==> config.mk <==
export PLATFORM = sky130hd
export DESIGN_NAME = enc_fifo_write_sequencer_flat
export DESIGN_NICKNAME = d
export VERILOG_FILES = /design/src/rtl/enc_fifo_write_sequencer_if.sv /design/src/rtl/enc_fifo_write_sequencer.sv /design/src/flat_wrapper.sv
export SDC_FILE = /design/constraint.sdc
export NUM_CORES = 1
export LEC_CHECK = 0
export ABC_AREA = 1
export BUFFER_PORTS_ARGS = -buffer_cell sky130_fd_sc_hd__buf_2
export CAP_MARGIN = 20
export CORE_ASPECT_RATIO = 1.75
export CORE_MARGIN = 4
export CORE_UTILIZATION = 44
export DETAILED_ROUTE_END_ITERATION = 10
export PLACE_DENSITY = 0.64
export SYNTH_ARGS = -nofsm -noshare
export SYNTH_HDL_FRONTEND = slang
export SYNTH_SLANG_ARGS = --single-unit
==> constraint.sdc <==
create_clock -name wrclk_i -period 2 [get_ports wrclk_i]
set_input_delay 0.4 -clock wrclk_i [delete_from_list [all_inputs] [get_ports wrclk_i]]
set_output_delay 0.4 -clock wrclk_i [all_outputs]
set_load 0.01 [all_outputs]
==> src/rtl/enc_fifo_write_sequencer_if.sv <==
// Encoder byte stream plus DDR write-FIFO port, bundled for the write sequencer.
// The master side drives the stream and reports FIFO fullness; the slave side is the sequencer.
interface enc_fifo_write_sequencer_if;
  logic        frame_start;
  logic        frame_end;
  logic        data_valid;
  logic [7:0]  data;
  logic        fifo_afull;
  logic        fifo_wr;
  logic [63:0] fifo_data;

  modport master (
    output frame_start, frame_end, data_valid, data, fifo_afull,
    input  fifo_wr, fifo_data
  );

  modport slave (
    input  frame_start, frame_end, data_valid, data, fifo_afull,
    output fifo_wr, fifo_data
  );
endinterface

==> src/rtl/enc_fifo_write_sequencer.sv <==
// Write-clock front end: frame-aligns the encoder byte stream, packs bytes into 64-bit
// FIFO words, drops or truncates frames under FIFO pressure and stretches EOF for sys_clk.
module enc_fifo_write_sequencer #(
  parameter int unsigned g_EOF_PULSE_LEN = 16,
  parameter int unsigned g_WCNT_WIDTH    = 24
) (
  input  logic                     wrclk_i,
  input  logic                     wrclk_reset_i,
  input  logic                     encoder_en_i,
  enc_fifo_write_sequencer_if.slave bus,
  output logic                     eof_o,
  output logic                     busy_o,
  output logic [g_WCNT_WIDTH-1:0]  frame_words_o,
  output logic [15:0]              drop_cnt_o
);

  typedef enum logic [2:0] {
    S_DISABLED,
    S_WAIT_SOF,
    S_CAPTURE,
    S_FLUSH,
    S_EOF_HOLD,
    S_DROP
  } state_t;

  localparam logic [7:0] HOLD_LAST = 8'(g_EOF_PULSE_LEN - 1);

  state_t                  state_q, state_nxt;
  logic                    en_meta_q, en_s_q;
  logic [2:0]              idx_q, idx_nxt;
  logic [7:0][7:0]         lanes_q, lanes_nxt, lanes_fill;
  logic                    trunc_q, trunc_nxt;
  logic [g_WCNT_WIDTH-1:0] wcnt_q, wcnt_nxt;
  logic [g_WCNT_WIDTH-1:0] words_q, words_nxt;
  logic [7:0]              hold_q, hold_nxt;
  logic [15:0]             drop_q, drop_nxt;
  logic                    drop_inc, accept, close;
  logic                    wr_q, wr_nxt;
  logic [63:0]             data_q, data_nxt;
  logic                    eof_q, busy_q;

  function automatic logic [g_WCNT_WIDTH-1:0] wcnt_inc(input logic [g_WCNT_WIDTH-1:0] v);
    return (&v) ? v : v + g_WCNT_WIDTH'(1);
  endfunction

  // encoder_en_i comes from sys_clk: two flops before anything looks at it.
  always_ff @(posedge wrclk_i or negedge wrclk_reset_i) begin
    if (!wrclk_reset_i) begin
      en_meta_q <= 1'b0;
      en_s_q    <= 1'b0;
    end else begin
      en_meta_q <= encoder_en_i;
      en_s_q    <= en_meta_q;
    end
  end

  // NOTE: state is clocked with non-blocking assignments so every flop samples pre-edge values.
  always_ff @(posedge wrclk_i or negedge wrclk_reset_i) begin
    if (!wrclk_reset_i) state_q <= S_DISABLED;
    else                state_q <= state_nxt;
  end

  // NOTE: every variable gets a default first so no path leaves it unassigned (no latches).
  always_comb begin
    state_nxt  = state_q;
    idx_nxt    = idx_q;
    lanes_nxt  = lanes_q;
    lanes_fill = lanes_q;
    trunc_nxt  = trunc_q;
    wcnt_nxt   = wcnt_q;
    words_nxt  = words_q;
    hold_nxt   = hold_q;
    drop_inc   = 1'b0;
    accept     = 1'b0;
    close      = 1'b0;
    wr_nxt     = 1'b0;
    data_nxt   = data_q;

    unique case (state_q)
      S_DISABLED: begin
        if (en_s_q) state_nxt = S_WAIT_SOF;
      end

      S_WAIT_SOF: begin
        if (bus.frame_start) begin
          if (bus.fifo_afull) begin
            state_nxt = S_DROP;
            drop_inc  = 1'b1;
          end else begin
            state_nxt = S_CAPTURE;
            idx_nxt   = '0;
            lanes_nxt = '0;
            trunc_nxt = 1'b0;
            wcnt_nxt  = '0;
          end
        end
      end

      S_CAPTURE: begin
        accept = bus.data_valid && !trunc_q;
        close  = bus.frame_end || bus.frame_start;
        if (accept) begin
          lanes_fill[idx_q] = bus.data;
          idx_nxt           = idx_q + 3'd1;
          lanes_nxt         = lanes_fill;
          if (idx_q == 3'd7) begin
            // Clearing on commit keeps unfilled lanes zero for a later partial flush.
            lanes_nxt = '0;
            if (bus.fifo_afull) begin
              trunc_nxt = 1'b1;
              drop_inc  = 1'b1;
            end else begin
              wr_nxt   = 1'b1;
              data_nxt = lanes_fill;
              wcnt_nxt = wcnt_inc(wcnt_q);
            end
          end
        end
        // A new SOF here closes the open frame and the new one is lost.
        if (bus.frame_start) drop_inc = 1'b1;
        if (close) begin
          if (idx_nxt != 3'd0 && !trunc_nxt) begin
            state_nxt = S_FLUSH;
            wr_nxt    = 1'b1;
            data_nxt  = lanes_fill;
            wcnt_nxt  = wcnt_inc(wcnt_q);
          end else begin
            state_nxt = S_EOF_HOLD;
            hold_nxt  = '0;
            words_nxt = wcnt_nxt;
          end
          idx_nxt   = '0;
          lanes_nxt = '0;
        end
      end

      S_FLUSH: begin
        state_nxt = S_EOF_HOLD;
        hold_nxt  = '0;
        words_nxt = wcnt_q;
      end

      S_EOF_HOLD: begin
        if (bus.frame_start) drop_inc = 1'b1;
        if (hold_q == HOLD_LAST) state_nxt = S_WAIT_SOF;
        else                     hold_nxt  = hold_q + 8'd1;
      end

      S_DROP: begin
        if (bus.frame_end) state_nxt = S_WAIT_SOF;
      end

      default: state_nxt = S_DISABLED;
    endcase

    // Losing enable wins over everything: abandon the frame without a write or EOF.
    if (!en_s_q) begin
      state_nxt = S_DISABLED;
      wr_nxt    = 1'b0;
      drop_inc  = 1'b0;
    end

    drop_nxt = (drop_inc && drop_q != 16'hFFFF) ? drop_q + 16'd1 : drop_q;
    if (state_nxt == S_DISABLED) begin
      drop_nxt  = '0;
      words_nxt = '0;
    end
  end

  always_ff @(posedge wrclk_i or negedge wrclk_reset_i) begin
    if (!wrclk_reset_i) begin
      idx_q   <= '0;
      lanes_q <= '0;
      trunc_q <= 1'b0;
      wcnt_q  <= '0;
      words_q <= '0;
      hold_q  <= '0;
      drop_q  <= '0;
      wr_q    <= 1'b0;
      data_q  <= '0;
      eof_q   <= 1'b0;
      busy_q  <= 1'b0;
    end else begin
      idx_q   <= idx_nxt;
      lanes_q <= lanes_nxt;
      trunc_q <= trunc_nxt;
      wcnt_q  <= wcnt_nxt;
      words_q <= words_nxt;
      hold_q  <= hold_nxt;
      drop_q  <= drop_nxt;
      wr_q    <= wr_nxt;
      data_q  <= data_nxt;
      // eof and busy are flopped from next-state so the CDC-facing pulse is glitch-free.
      eof_q   <= (state_nxt == S_EOF_HOLD);
      busy_q  <= (state_nxt == S_CAPTURE) || (state_nxt == S_FLUSH) ||
                 (state_nxt == S_EOF_HOLD);
    end
  end

  assign bus.fifo_wr   = wr_q;
  assign bus.fifo_data = data_q;
  assign eof_o         = eof_q;
  assign busy_o        = busy_q;
  assign frame_words_o = words_q;
  assign drop_cnt_o    = drop_q;

endmodule
==> src/flat_wrapper.sv <==
// flat-port wrapper written by rule: the top's interface ports become plain ports
module enc_fifo_write_sequencer_flat 
#(
  parameter int unsigned g_EOF_PULSE_LEN = 16,
  parameter int unsigned g_WCNT_WIDTH    = 24
)
  (wrclk_i, wrclk_reset_i, encoder_en_i, eof_o, busy_o, frame_words_o, drop_cnt_o, bus_frame_start, bus_frame_end, bus_data_valid, bus_data, bus_fifo_afull, bus_fifo_wr, bus_fifo_data);
  enc_fifo_write_sequencer_if bus_i ();
  input  logic wrclk_i;
  input  logic wrclk_reset_i;
  input  logic encoder_en_i;
  output logic eof_o;
  output logic busy_o;
  output logic [g_WCNT_WIDTH-1:0] frame_words_o;
  output logic [15:0] drop_cnt_o;
  input wire logic [$bits(bus_i.frame_start)-1:0] bus_frame_start;
  input wire logic [$bits(bus_i.frame_end)-1:0] bus_frame_end;
  input wire logic [$bits(bus_i.data_valid)-1:0] bus_data_valid;
  input wire logic [$bits(bus_i.data)-1:0] bus_data;
  input wire logic [$bits(bus_i.fifo_afull)-1:0] bus_fifo_afull;
  output wire logic [$bits(bus_i.fifo_wr)-1:0] bus_fifo_wr;
  output wire logic [$bits(bus_i.fifo_data)-1:0] bus_fifo_data;
  assign bus_i.frame_start = bus_frame_start;
  assign bus_i.frame_end = bus_frame_end;
  assign bus_i.data_valid = bus_data_valid;
  assign bus_i.data = bus_data;
  assign bus_i.fifo_afull = bus_fifo_afull;
  assign bus_fifo_wr = bus_i.fifo_wr;
  assign bus_fifo_data = bus_i.fifo_data;
  enc_fifo_write_sequencer #(.g_EOF_PULSE_LEN(g_EOF_PULSE_LEN), .g_WCNT_WIDTH(g_WCNT_WIDTH)) u_core (.wrclk_i(wrclk_i), .wrclk_reset_i(wrclk_reset_i), .encoder_en_i(encoder_en_i), .bus(bus_i), .eof_o(eof_o), .busy_o(busy_o), .frame_words_o(frame_words_o), .drop_cnt_o(drop_cnt_o));
endmodule
==> metrics, run 1 <==
Final Worst Setup Slack -71.75 ps; kind of critical path reg2reg; drt pass-1 iters 6; P per Cell Area 890.7 nW/um2; setup-violating endpoint count in the final report 52; Inserted Clock Buffers 22; delay of the slowest cell on the worst path 380 ps; arrival time of the worst setup path 2480 ps; Critical Path Source Type register; remaining routing DRC violations 0; count of buffers inserted at the top-level ports 121; CTS tree done; placer's final routability congestion estimate 0.8959; number of global-route vias before repair 11670; Worst VDD drop 677.3 uV; most area-consuming cells after synthesis dfrtp_1 43%, nand2_1 9.8%, inv_1 7.4%; number of placement rows 80; total vias in the final route 11980; sort of element at the end of the critical path register; clock transition at the register clock pins on the worst setup and hold paths after CTS 60 ps; R2R Path End u_core.bus.fifo_data[32]$_DFFE_PN0P_; Tightest Hold Check Type in2async; number of warnings printed during yosys synthesis 0; maximum level of the CTS H-tree 1; number of antenna violations at the first check in global routing 1; standard cell core area 27330 um2; Area growth syn-to-layout 26.22%; post-layout instance area 15440 um2; post-layout utilization of the core 56.49%; Max FO, Critical Path 15; wire length of the first global-routing pass 60330 um; Routed Wire Length 37770 um; summed instance area of the synthesized netlist 12230 um2; slew of the pin with the lowest slew margin 530.1 ps; number of storage elements in the synthesis netlist 212; Worst-Skew Late Latency 510 ps; critical path data required time 2410 ps; Synthesized Nets 1654; total track usage 23.93%; Post-synth EDFFs 0; share of the synthesized area in the top cell type 43.38%; # IOs 122; result of the run complete, but fails checks; remaining global-route overflow 0; RSZ-0062 raised after global routing true; worst setup slack for register-to-register paths -70 ps; area after detailed placement 13940 um2; startpoint of the lowest-slack register-to-register path u_core.idx_q[1]$_DFFE_PN0P_; post-synthesis instance total 1634; share of layout cells above drive strength 1 22.65%; DPL Wire Length 25270 um; number of placed instances, taps included 2142; worst max-slew margin expressed relative to the limit 64.66%; commonest cells after routing, fill and taps aside 289 x nand2_1, 235 x inv_1, 210 x dfrtp_1; number of buffers between clock root and the deepest sink 3; nets 1841; number of max-capacitance violations reported 0; Reg2Reg Depth 12; part of the cycle the worst path needs 103.6%; most frequent standard cell in the layout excluding fill and tap cells nand2_1; post-layout instance count excluding filler cells 2206; overall die area 30630 um2; CTS Root Buffer Type clkbuf_16; effective utilization at floorplan 44.76%; final setup skew 5.694 ps; critical path's slowest cell dfrtp_1; height of the die 228.6 um; sequential area share after synthesis 43.38%; fraction of registers with async set/reset 100.0%; Netlist cell types 43; number of hold violations in the final report 0; Antenna Nets Post-Route 0; Total Neg Setup Slack -1101 ps; biggest area consumer among synthesized cells dfrtp_1; number of inserted diodes 0; failing checks negative setup slack; vias per cell 5.428; number of DRC markers in iteration 0 917; final-layout worst hold slack 335.0 ps; Horiz. Die Dim 134.0 um; max-slew violations 0; maximum clock rate 482.7 MHz; shortest clock period the worst path allows after layout 2072 ps; ordered cell list for the critical path ha_2, ha_4, o21ai_2, nand3_1, nand2_2, nor2_4, inv_8, clkbuf_16, o21ai_1, o211ai_1, o21ai_1, inv_1; most used cell along the critical path o21ai_1; average wire length per cell after detail routing 17.12 um; Post-synth top flop dfrtp_1; Leakage Power 0.007809 uW; clock sink count 212; maximum number of pins on one net before global-route repair 75; post-synthesis average cell area 7.485 um2
stage by stage:
step                worst slack [ps]  power, uW
floorplan                     -23.66       7577
global placement              -234.0       9145
detailed placement            -261.4       9228
CTS                           -55.84      13720
global route                  -158.4      14620
finish                        -71.75      13750
worst max-delay path, delay by kind of cell (launching register included):
kind	cells	cell delay (ps)
AND/OR/NAND/NOR	3	380
AO/OA/AOI/OAI	4	360
buffers and inverters	3	360
flip-flops	1	380
adder cells (fa/ha/maj)	2	460
per-layer routing:
metal	vias to the layer above	track usage, %	routed length (um)
met5	-	0	13
met4	2	9.713	1536
met3	98	3.370	2060
met2	386	43.89	19950
met1	5685	27.71	14210
li1	5804	-	-
cells by family after synthesis:
logic type	share of synthesized area, %
adder cells (fa/ha/maj)	0.5115
flip-flops	43.38
XOR/XNOR	1.565
AO/OA/AOI/OAI	23.52
AND/OR/NAND/NOR	19.03
buffers and inverters	12.00
worst max-delay path by stage:
stage	start	end	depth (start not counted)
6_report	u_core.idx_q[1]$_DFFE_PN0P_	u_core.bus.fifo_data[32]$_DFFE_PN0P_	12
5_1_grt	u_core.idx_q[1]$_DFFE_PN0P_	u_core.bus.fifo_data[55]$_DFFE_PN0P_	12
4_1_cts	u_core.idx_q[0]$_DFFE_PN0P_	u_core.bus.fifo_data[48]$_DFFE_PN0P_	13
3_5_place_dp	u_core.idx_q[0]$_DFFE_PN0P_	u_core.eof_o$_DFF_PN0_	10
3_3_place_gp	u_core.idx_q[0]$_DFFE_PN0P_	u_core.eof_o$_DFF_PN0_	10
2_1_floorplan	u_core.idx_q[0]$_DFFE_PN0P_	u_core.bus.fifo_data[58]$_DFFE_PN0P_	12
registers in the layout, indices dropped and copies added (netlist names):
name and cells:
u_core.frame_words_o 24, u_core.bus.fifo_data 64, u_core.wcnt_q 24, u_core.busy_o 1
u_core.en_meta_q 1, u_core.idx_q 3, u_core.trunc_q 1, u_core.drop_cnt_o 16
u_core.state_q 3, u_core.hold_q 8, u_core.en_s_q 1, u_core.bus.fifo_wr 1
u_core.lanes_q 64, u_core.eof_o 1
cell type report:
cell class | instances | area [um2]
Fill cell | 2564 | 11890
Tap cell | 369 | 461.7
Sequential cell | 212 | 5308
Clock buffer | 35 | 680.7
Timing Repair Buffer | 254 | 2098
Inverter | 258 | 980.9
Clock inverter | 5 | 75.07
Multi-Input combinational cell | 1073 | 5833
power by group:
part | internal, uW | total [uW] | leakage [uW] | switching, uW
clock network | 2590 | 4330 | 0.000374 | 1740
registers | 5080 | 5640 | 0.00285 | 558
logic | 1550 | 3790 | 0.00459 | 2240
total | 9210 | 13700 | 0.00781 | 4540
synthesized netlist by cell type (all sizes together) (9+ instances only):
library cell    n
a21oi          86
a22oi          15
buf            43
clkbuf         48
dfrtp         212
inv           257
nand2         331
nand3         100
nand4          13
nor2           81
nor3           13
o2111ai         9
o211ai         61
o21ai         290
o31ai          31
xor2           20
what timing repair did:
item / 4_1_cts / 5_1_grt
pin swaps: 10 / 33
hold buffers: 2 / 0
buffers inserted: 6 / 10
gates resized for setup: 52 / 113
endpoints found under the setup margin: 116 / 158
hold endpoints to repair: 22 / 0
cloned: 2 / 5
Note: power is estimated with default switching activity, not from simulation.
==> run 2, diff against run 1 <==
--- a/config.mk
+++ b/config.mk
@@ -5,14 +5,12 @@
 export SDC_FILE = /design/constraint.sdc
 export NUM_CORES = 1
 export LEC_CHECK = 0
-export ABC_AREA = 1
 export BUFFER_PORTS_ARGS = -buffer_cell sky130_fd_sc_hd__buf_2
 export CAP_MARGIN = 20
 export CORE_ASPECT_RATIO = 1.75
-export CORE_MARGIN = 4
 export CORE_UTILIZATION = 44
 export DETAILED_ROUTE_END_ITERATION = 10
-export PLACE_DENSITY = 0.64
+export PLACE_DENSITY = 0.65
 export SYNTH_ARGS = -nofsm -noshare
 export SYNTH_HDL_FRONTEND = slang
 export SYNTH_SLANG_ARGS = --single-unit
==> run 2 against run 1 <==
The flow still finishes with violations (negative setup slack). Global-route usage increased by 1.4 points. Sequential share of layout area increased by 2.9 points. Worst setup slack got worse by 150 ps. Die area decreased by 25%. Synthesized cell count decreased by 41%. Final area decreased by 7.7%. Hold slack got worse by 320 ps. Synthesized area decreased by 20%. Sequential cell count unchanged.
==> metrics, run 2 <==
post-layout instance area 14250 um2 (was 15440 um2); number of antenna violations at the first check in global routing 1 (unchanged); max-slew violations 0 (unchanged); endpoint with the worst hold slack u_core.en_meta_q$_DFF_PN0_; Final Worst Setup Slack -219.2 ps (was -71.75 ps); shortest clock period the worst path allows after layout 2219 ps (was 2072 ps); overall die area 22920 um2 (was 30630 um2); part of the cycle the worst path needs 111.0% (was 103.6%); arrival time of the worst setup path 2600 ps (was 2480 ps); share of layout cells above drive strength 1 42.89% (was 22.65%); CTS tree done (unchanged); most frequent standard cell in the layout excluding fill and tap cells dfrtp_1 (was nand2_1); DPL Wire Length 18850 um (was 25270 um); Area growth syn-to-layout 45.32% (was 26.22%); worst-case setup slack after placement -256.6 ps (was -261.4 ps); total track usage 25.31% (was 23.93%); most area-consuming cells after synthesis dfrtp_1 54%, nor2_1 7.2%, a221oi_1 5.8% (was dfrtp_1 43%, nand2_1 9.8%, inv_1 7.4%); Routed Wire Length 31130 um (was 37770 um); remaining routing DRC violations 0 (unchanged); area after detailed placement 11710 um2 (was 13940 um2); Netlist cell types 62 (was 43); vias per cell 5.894 (was 5.428); remaining global-route overflow 0 (unchanged); Worst VDD drop 738.9 uV (was 677.3 uV); worst max-slew margin expressed relative to the limit 58.68% (was 64.66%); wire length of the first global-routing pass 45440 um (was 60330 um); number of global-route vias before repair 8779 (was 11670); startpoint of the lowest-slack register-to-register path u_core.idx_q[1]$_DFFE_PN0P_ (unchanged); Inserted Clock Buffers 21 (was 22); number of warnings printed during yosys synthesis 0 (unchanged); failing checks negative setup slack (unchanged); number of placement rows 71 (was 80); critical path data required time 2380 ps (was 2410 ps); Worst-Skew Late Latency 500 ps (was 510 ps); Horiz. Die Dim 114.9 um (was 134.0 um); Post-Route M1 WL 11360 um (was 14210 um); Reg2Reg Depth 11 (was 12); number of buffers between clock root and the deepest sink 3 (unchanged); nets 1233 (was 1841); placer's final routability congestion estimate 0.8653 (was 0.8959); number of hold violations in the final report 0 (unchanged); average wire length per cell after detail routing 20.52 um (was 17.12 um); Tightest Hold Check Type in2reg (was in2async); Antenna Nets Post-Route 0 (unchanged); height of the die 199.5 um (was 228.6 um); drt pass-1 iters 5 (was 6); # IOs 122 (unchanged); P per Cell Area 795.9 nW/um2 (was 890.7 nW/um2); effective utilization at floorplan 45.25% (was 44.76%); Power Total 11340 uW (was 13750 uW); count of buffers inserted at the top-level ports 121 (unchanged); Routed met2 length 17370 um (was 19950 um); fraction of registers with async set/reset 100.0% (unchanged); summed instance area of the synthesized netlist 9808 um2 (was 12230 um2); Max FO, Critical Path 15 (unchanged); dominant cell by count in the synthesized netlist dfrtp_1 (was nand2_1); sequential area share after synthesis 54.09% (was 43.38%); result of the run complete, but fails checks (unchanged); number of DRC markers in iteration 0 482 (was 917); total vias in the final route 8941 (was 11980); Hold Startpoint encoder_en_i; number of max-capacitance violations reported 0 (unchanged); final setup skew 10.45 ps (was 5.694 ps); slew of the pin with the lowest slew margin 619.1 ps (was 530.1 ps); Synthesized Nets 980 (was 1654); clock sink count 212 (unchanged); Critical Path Source Type register (unchanged); maximum level of the CTS H-tree 1 (unchanged); maximum number of pins on one net before global-route repair 66 (was 75); Post-synth EDFFs 0 (unchanged); most frequent cells after synthesis 212 x dfrtp_1, 187 x nor2_1, 65 x a221oi_1 (was 320 x nand2_1, 241 x inv_1, 212 x dfrtp_1); Leakage Power 0.006561 uW (was 0.007809 uW); RSZ-0062 raised after global routing true (unchanged); depth of the worst hold-timing path 1; fill cell total of the finished layout 1718 (was 2564); R2R Path End u_core.bus.fifo_data[49]$_DFFE_PN0P_ (was u_core.bus.fifo_data[32]$_DFFE_PN0P_); share of the synthesized area in the top cell type 54.09% (was 43.38%); CTS Root Buffer Type clkbuf_16 (unchanged); Total Neg Setup Slack -19970 ps (was -1101 ps); clock transition at the register clock pins on the worst setup and hold paths after CTS 60 ps (about the same); worst setup slack for register-to-register paths -220 ps (was -70 ps); commonest cells after routing, fill and taps aside 210 x dfrtp_1, 163 x nor2_1, 120 x buf_2 (was 289 x nand2_1, 235 x inv_1, 210 x dfrtp_1); launch point of the worst path u_core.idx_q[1]$_DFFE_PN0P_ (unchanged); setup-violating endpoint count in the final report 132 (was 52); met3 WL 1084 um (was 2060 um); Post-synth top flop dfrtp_1 (unchanged); post-synthesis average cell area 10.22 um2 (was 7.485 um2); post-layout utilization of the core 65.76% (was 56.49%); biggest area consumer among synthesized cells dfrtp_1 (unchanged); top layer reached by signal wires met4 (was met5); standard cell core area 21680 um2 (was 27330 um2); post-synthesis instance total 960 (was 1634); number of storage elements in the synthesis netlist 212 (unchanged); sort of element at the end of the critical path register (unchanged); maximum clock rate 450.6 MHz (was 482.7 MHz); kind of critical path reg2reg (unchanged)
-- run 2: layer usage --
| layer | track usage, % | up-vias |
|---|---|---|
| li1 | - | 4073 |
| met2 | 46.79 | 274 |
| met4 | 12.99 | 0 |
| met3 | 2.396 | 84 |
| met5 | 0 | - |
| met1 | 28.49 | 4510 |
-- run 2: area by class of cell --
type                            count  area, um2  share of cell area [%]
Multi-Input combinational cell    674       5341                   37.47
Clock buffer                       29      595.6                   4.178
Tap cell                          292      365.4                   2.563
Inverter                            5      18.77                  0.1317
Clock inverter                      5      30.03                  0.2107
Sequential cell                   212       5308                   37.24
Timing Repair Buffer              299       2592                   18.19
Antenna cell                        1      2.502                 0.01756
-- run 2: how the worst max path moves through the flow --
stage,end,slack [ps]
2_1_floorplan,u_core.bus.fifo_data[10]$_DFFE_PN0P_,-120
3_3_place_gp,u_core.bus.fifo_wr$_DFF_PN0_,-180
3_5_place_dp,u_core.bus.fifo_data[61]$_DFFE_PN0P_,-260
4_1_cts,u_core.bus.fifo_data[8]$_DFFE_PN0P_,-250
5_1_grt,u_core.bus.fifo_data[13]$_DFFE_PN0P_,-330
6_report,u_core.bus.fifo_data[49]$_DFFE_PN0P_,-220
-- run 2: logic make-up (layout without fill, tap and decap cells) --
kind of cell | Yosys count | in the layout | synth area share [%]
simple gates | 365 | 365 | 17.68
compound gates | 250 | 251 | 19.38
flops | 212 | 212 | 54.09
buf+inv | 75 | 338 | 3.266
xor+xnor | 37 | 37 | 3.304
mux | 16 | 16 | 1.646
fa+ha+maj | 5 | 5 | 0.6378
other cells | 0 | 1 | 0
-- run 2: critical path, stage by stage, from the launching register on --
cell and delay, ps:
dfrtp_1 350, buf_4 110, buf_6 150, nor3_4 60
buf_6 120, nor4_4 440, o31ai_4 130, buf_6 150
buf_12 140, buf_12 140, a221oi_1 240, nor2_1 70
-- run 2: power breakdown --
part | internal [uW] | switching, uW | leakage, uW
clock | 2070 | 1660 | 0.000304
combinational | 995 | 1270 | 0.00341
sequential | 4890 | 458 | 0.00285
total | 7950 | 3390 | 0.00656
-- run 2: stage by stage --
step / std cells / hold WS (ps)
global route: 1517 / 6.990
CTS: 1487 / 7.364
detailed placement: 1433 / 341.7
floorplan: 960 / 104.4
finish: 1517 / 14.75
global placement: 1433 / 341.5
-- run 2: what timing repair did --
item	4_1_cts	5_1_grt
hold endpoints to repair	54	0
buffers inserted	11	25
endpoints found under the setup margin	173	204
cloned	8	11
resized for setup	106	182
pin swaps	12	55
hold buffers	1	0
==> run 3, diff against run 2 <==
--- a/config.mk
+++ b/config.mk
@@ -10,7 +10,7 @@
 export CORE_ASPECT_RATIO = 1.75
 export CORE_UTILIZATION = 44
 export DETAILED_ROUTE_END_ITERATION = 10
-export PLACE_DENSITY = 0.65
+export PLACE_DENSITY = 0.62
 export SYNTH_ARGS = -nofsm -noshare
 export SYNTH_HDL_FRONTEND = slang
 export SYNTH_SLANG_ARGS = --single-unit
==> constraint.sdc (replaced) <==
create_clock -name wrclk_i -period 2.3 [get_ports wrclk_i]
set_input_delay 0.46 -clock wrclk_i [delete_from_list [all_inputs] [get_ports wrclk_i]]
set_output_delay 0.46 -clock wrclk_i [all_outputs]
set_load 0.01 [all_outputs]
==> run 3 against run 2 <==
The run now ends clean. Non-clock buffer count shrank 92. Via count shrank 7.2%. Worst setup slack gained 250 ps. Sequential cell count is the same.
==> metrics, run 3 (synthesized netlist as in run 2, its figures left out) <==
result of the run finished, final reports clean (was complete, but fails checks); Total Neg Setup Slack 0 ps (was -19970 ps); remaining global-route overflow 0 (unchanged); number of global-route vias before repair 8235 (was 8779); CTS Root Buffer Type clkbuf_16 (unchanged); total vias in the final route 8298 (was 8941); slew of the pin with the lowest slew margin 642.4 ps (was 619.1 ps); Max FO, Critical Path 56 (was 15); # IOs 122 (unchanged); Worst path top cell family by delay compound AO/OA/AOI/OAI gates (was buffers and inverters); most frequent standard cell in the layout excluding fill and tap cells dfrtp_1 (unchanged); kind of critical path reg2reg (unchanged); worst max-slew margin expressed relative to the limit 56.89% (was 58.68%); final-layout worst hold slack 74.04 ps (was 14.75 ps); final setup skew 10.30 ps (was 10.45 ps); CTS tree done (unchanged); total track usage 23.64% (was 25.31%); sort of element at the end of the critical path register (unchanged); ordered cell list for the critical path nor2b_1, buf_4, o21ai_0, nand2_1, buf_12, o21ai_1, a32o_1 (was buf_4, buf_6, nor3_4, buf_6, nor4_4, o31ai_4, buf_6, buf_12, buf_12, a221oi_1, nor2_1); clock transition at the register clock pins on the worst setup and hold paths after CTS 70 ps (was 60 ps); average wire length per cell after detail routing 18.65 um (was 20.52 um); share of layout cells above drive strength 1 25.95% (was 42.89%); Worst-Skew Late Latency 500 ps (about the same); Power Total 9975 uW (was 11340 uW); effective utilization at floorplan 45.25% (unchanged); standard cell core area 21680 um2 (unchanged); RSZ-0062 raised after global routing true (unchanged); Tightest Hold Check Type in2reg (unchanged); Area growth syn-to-layout 25.28% (was 45.32%); number of buffers between clock root and the deepest sink 3 (unchanged); Antenna Nets Post-Route 0 (unchanged); area of combinational cells with multiple inputs 4378 um2 (was 5341 um2); arrival time of the worst setup path 2640 ps (was 2600 ps); maximum number of pins on one net before global-route repair 67 (was 66); critical path data required time 2670 ps (was 2380 ps); shortest clock period the worst path allows after layout 2266 ps (was 2219 ps); nets 1140 (was 1233); placer's final routability congestion estimate 0.8621 (was 0.8653); setup-violating endpoint count in the final report 0 (was 132); number of antenna violations at the first check in global routing 0 (was 1); number of placement rows 71 (unchanged); vias per cell 5.823 (was 5.894); critical path's slowest cell dfrtp_1 (was nor4_4); part of the cycle the worst path needs 98.52% (was 111.0%); maximum level of the CTS H-tree 1 (unchanged); number of DRC markers in iteration 0 600 (was 482); Inserted Clock Buffers 21 (unchanged); number of max-capacitance violations reported 0 (unchanged); combined flip-flop and latch cell area 5305 um2 (was 5308 um2); height of the die 199.5 um (unchanged); max-slew violations 0 (unchanged); commonest cells after routing, fill and taps aside 212 x dfrtp_1, 177 x nor2_1, 120 x buf_2 (was 210 x dfrtp_1, 163 x nor2_1, 120 x buf_2); drt pass-1 iters 5 (unchanged); overall die area 22920 um2 (unchanged); Worst VDD drop 648.0 uV (was 738.9 uV); wire length of the first global-routing pass 42880 um (was 45440 um); remaining routing DRC violations 0 (unchanged); clock sink count 212 (unchanged); worst path bufs/invs 2 (was 6); number of hold violations in the final report 0 (unchanged); number of inserted diodes 0 (was 1); DPL Wire Length 18000 um (was 18850 um); fill cell total of the finished layout 1973 (was 1718); maximum clock rate 441.3 MHz (was 450.6 MHz); Horiz. Die Dim 114.9 um (unchanged); Critical Path Source Type register (unchanged); Routed Wire Length 26580 um (was 31130 um); count of buffers inserted at the top-level ports 121 (unchanged); Leakage Power 0.005682 uW (was 0.006561 uW); delay of the slowest cell on the worst path 460 ps (was 440 ps); P per Cell Area 811.8 nW/um2 (was 795.9 nW/um2)
-- run 3: cell count changes in the layout (fill, tap and decap cells not counted), moves of 6 or more --
cell / before / now
a21oi_1: 9 / 30
a21oi_2: 21 / 1
a221oi_1: 7 / 55
a221oi_2: 55 / 10
buf_12: 22 / 11
buf_16: 7 / 0
buf_4: 118 / 64
buf_6: 19 / 7
nor2_1: 163 / 177
nor2_4: 9 / 0
nor4_4: 7 / 1
o21ai_0: 10 / 46
o21ai_2: 29 / 2
-- run 3: routing by layer --
| layer | wire [um] | global-route usage (%) |
|---|---|---|
| met2 | 14280 | 42.66 |
| met1 | 10390 | 28.19 |
| met4 | 927 | 10.49 |
| met5 | 0 | 0 |
| met3 | 985 | 2.275 |
-- run 3: path summary, 6_finish.rpt --
| kind | startpoint | endpoint | slack, ps | cells past startpoint |
|---|---|---|---|---|
| setup reg to reg | u_core.trunc_q$_DFFE_PN0P_ | u_core.lanes_q[23]$_DFFE_PN0P_ | 30 | 7 |
| setup / recovery | u_core.trunc_q$_DFFE_PN0P_ | u_core.lanes_q[23]$_DFFE_PN0P_ | 30 | 7 |
| min in group asynchronous | wrclk_reset_i | u_core.drop_cnt_o[13]$_DFFE_PN0P_ | 470 | 2 |
| hold / removal | encoder_en_i | u_core.en_meta_q$_DFF_PN0_ | 70 | 1 |
| hold reg to reg | u_core.en_meta_q$_DFF_PN0_ | u_core.en_s_q$_DFF_PN0_ | 350 | 0 |
| max in group asynchronous | wrclk_reset_i | u_core.frame_words_o[6]$_DFFE_PN0P_ | 1130 | 3 |
-- run 3: cell type report --
type,instances,share of cell area (%)
Inverter,5,0.1527
Timing Repair Buffer,207,12.04
Sequential cell,212,43.17
Clock buffer,28,4.898
Tap cell,292,2.973
Multi-Input combinational cell,673,35.63
Clock inverter,8,1.140
-- run 3: what timing repair did --
action | in CTS | in global routing
hold buffers | 1 | 0
pin swaps | 0 | 15
cloned | 0 | 4
hold endpoints to repair | 36 | 0
resized for setup | 2 | 46
setup buffers | 0 | 5
endpoints found under the setup margin | 40 | 149
-- run 3: metrics by stage --
step | cells | area (um2) | setup WS, ps | util [%]
floorplan | 960 | 9844 | 63.92 | -
global placement | 1379 | 11200 | -43.99 | 51.68
detailed placement | 1379 | 11200 | -69.57 | 51.68
CTS | 1416 | 11970 | 13.69 | 55.20
global route | 1425 | 12290 | -134.8 | 56.69
finish | 1425 | 12290 | 34.08 | 56.69
-- run 3: power by group --
| part | total (uW) | switching (uW) | internal, uW |
|---|---|---|---|
| clock | 3710 | 1440 | 2280 |
| sequential | 4600 | 346 | 4250 |
| combinational | 1660 | 961 | 702 |
| total | 9970 | 2740 | 7230 |
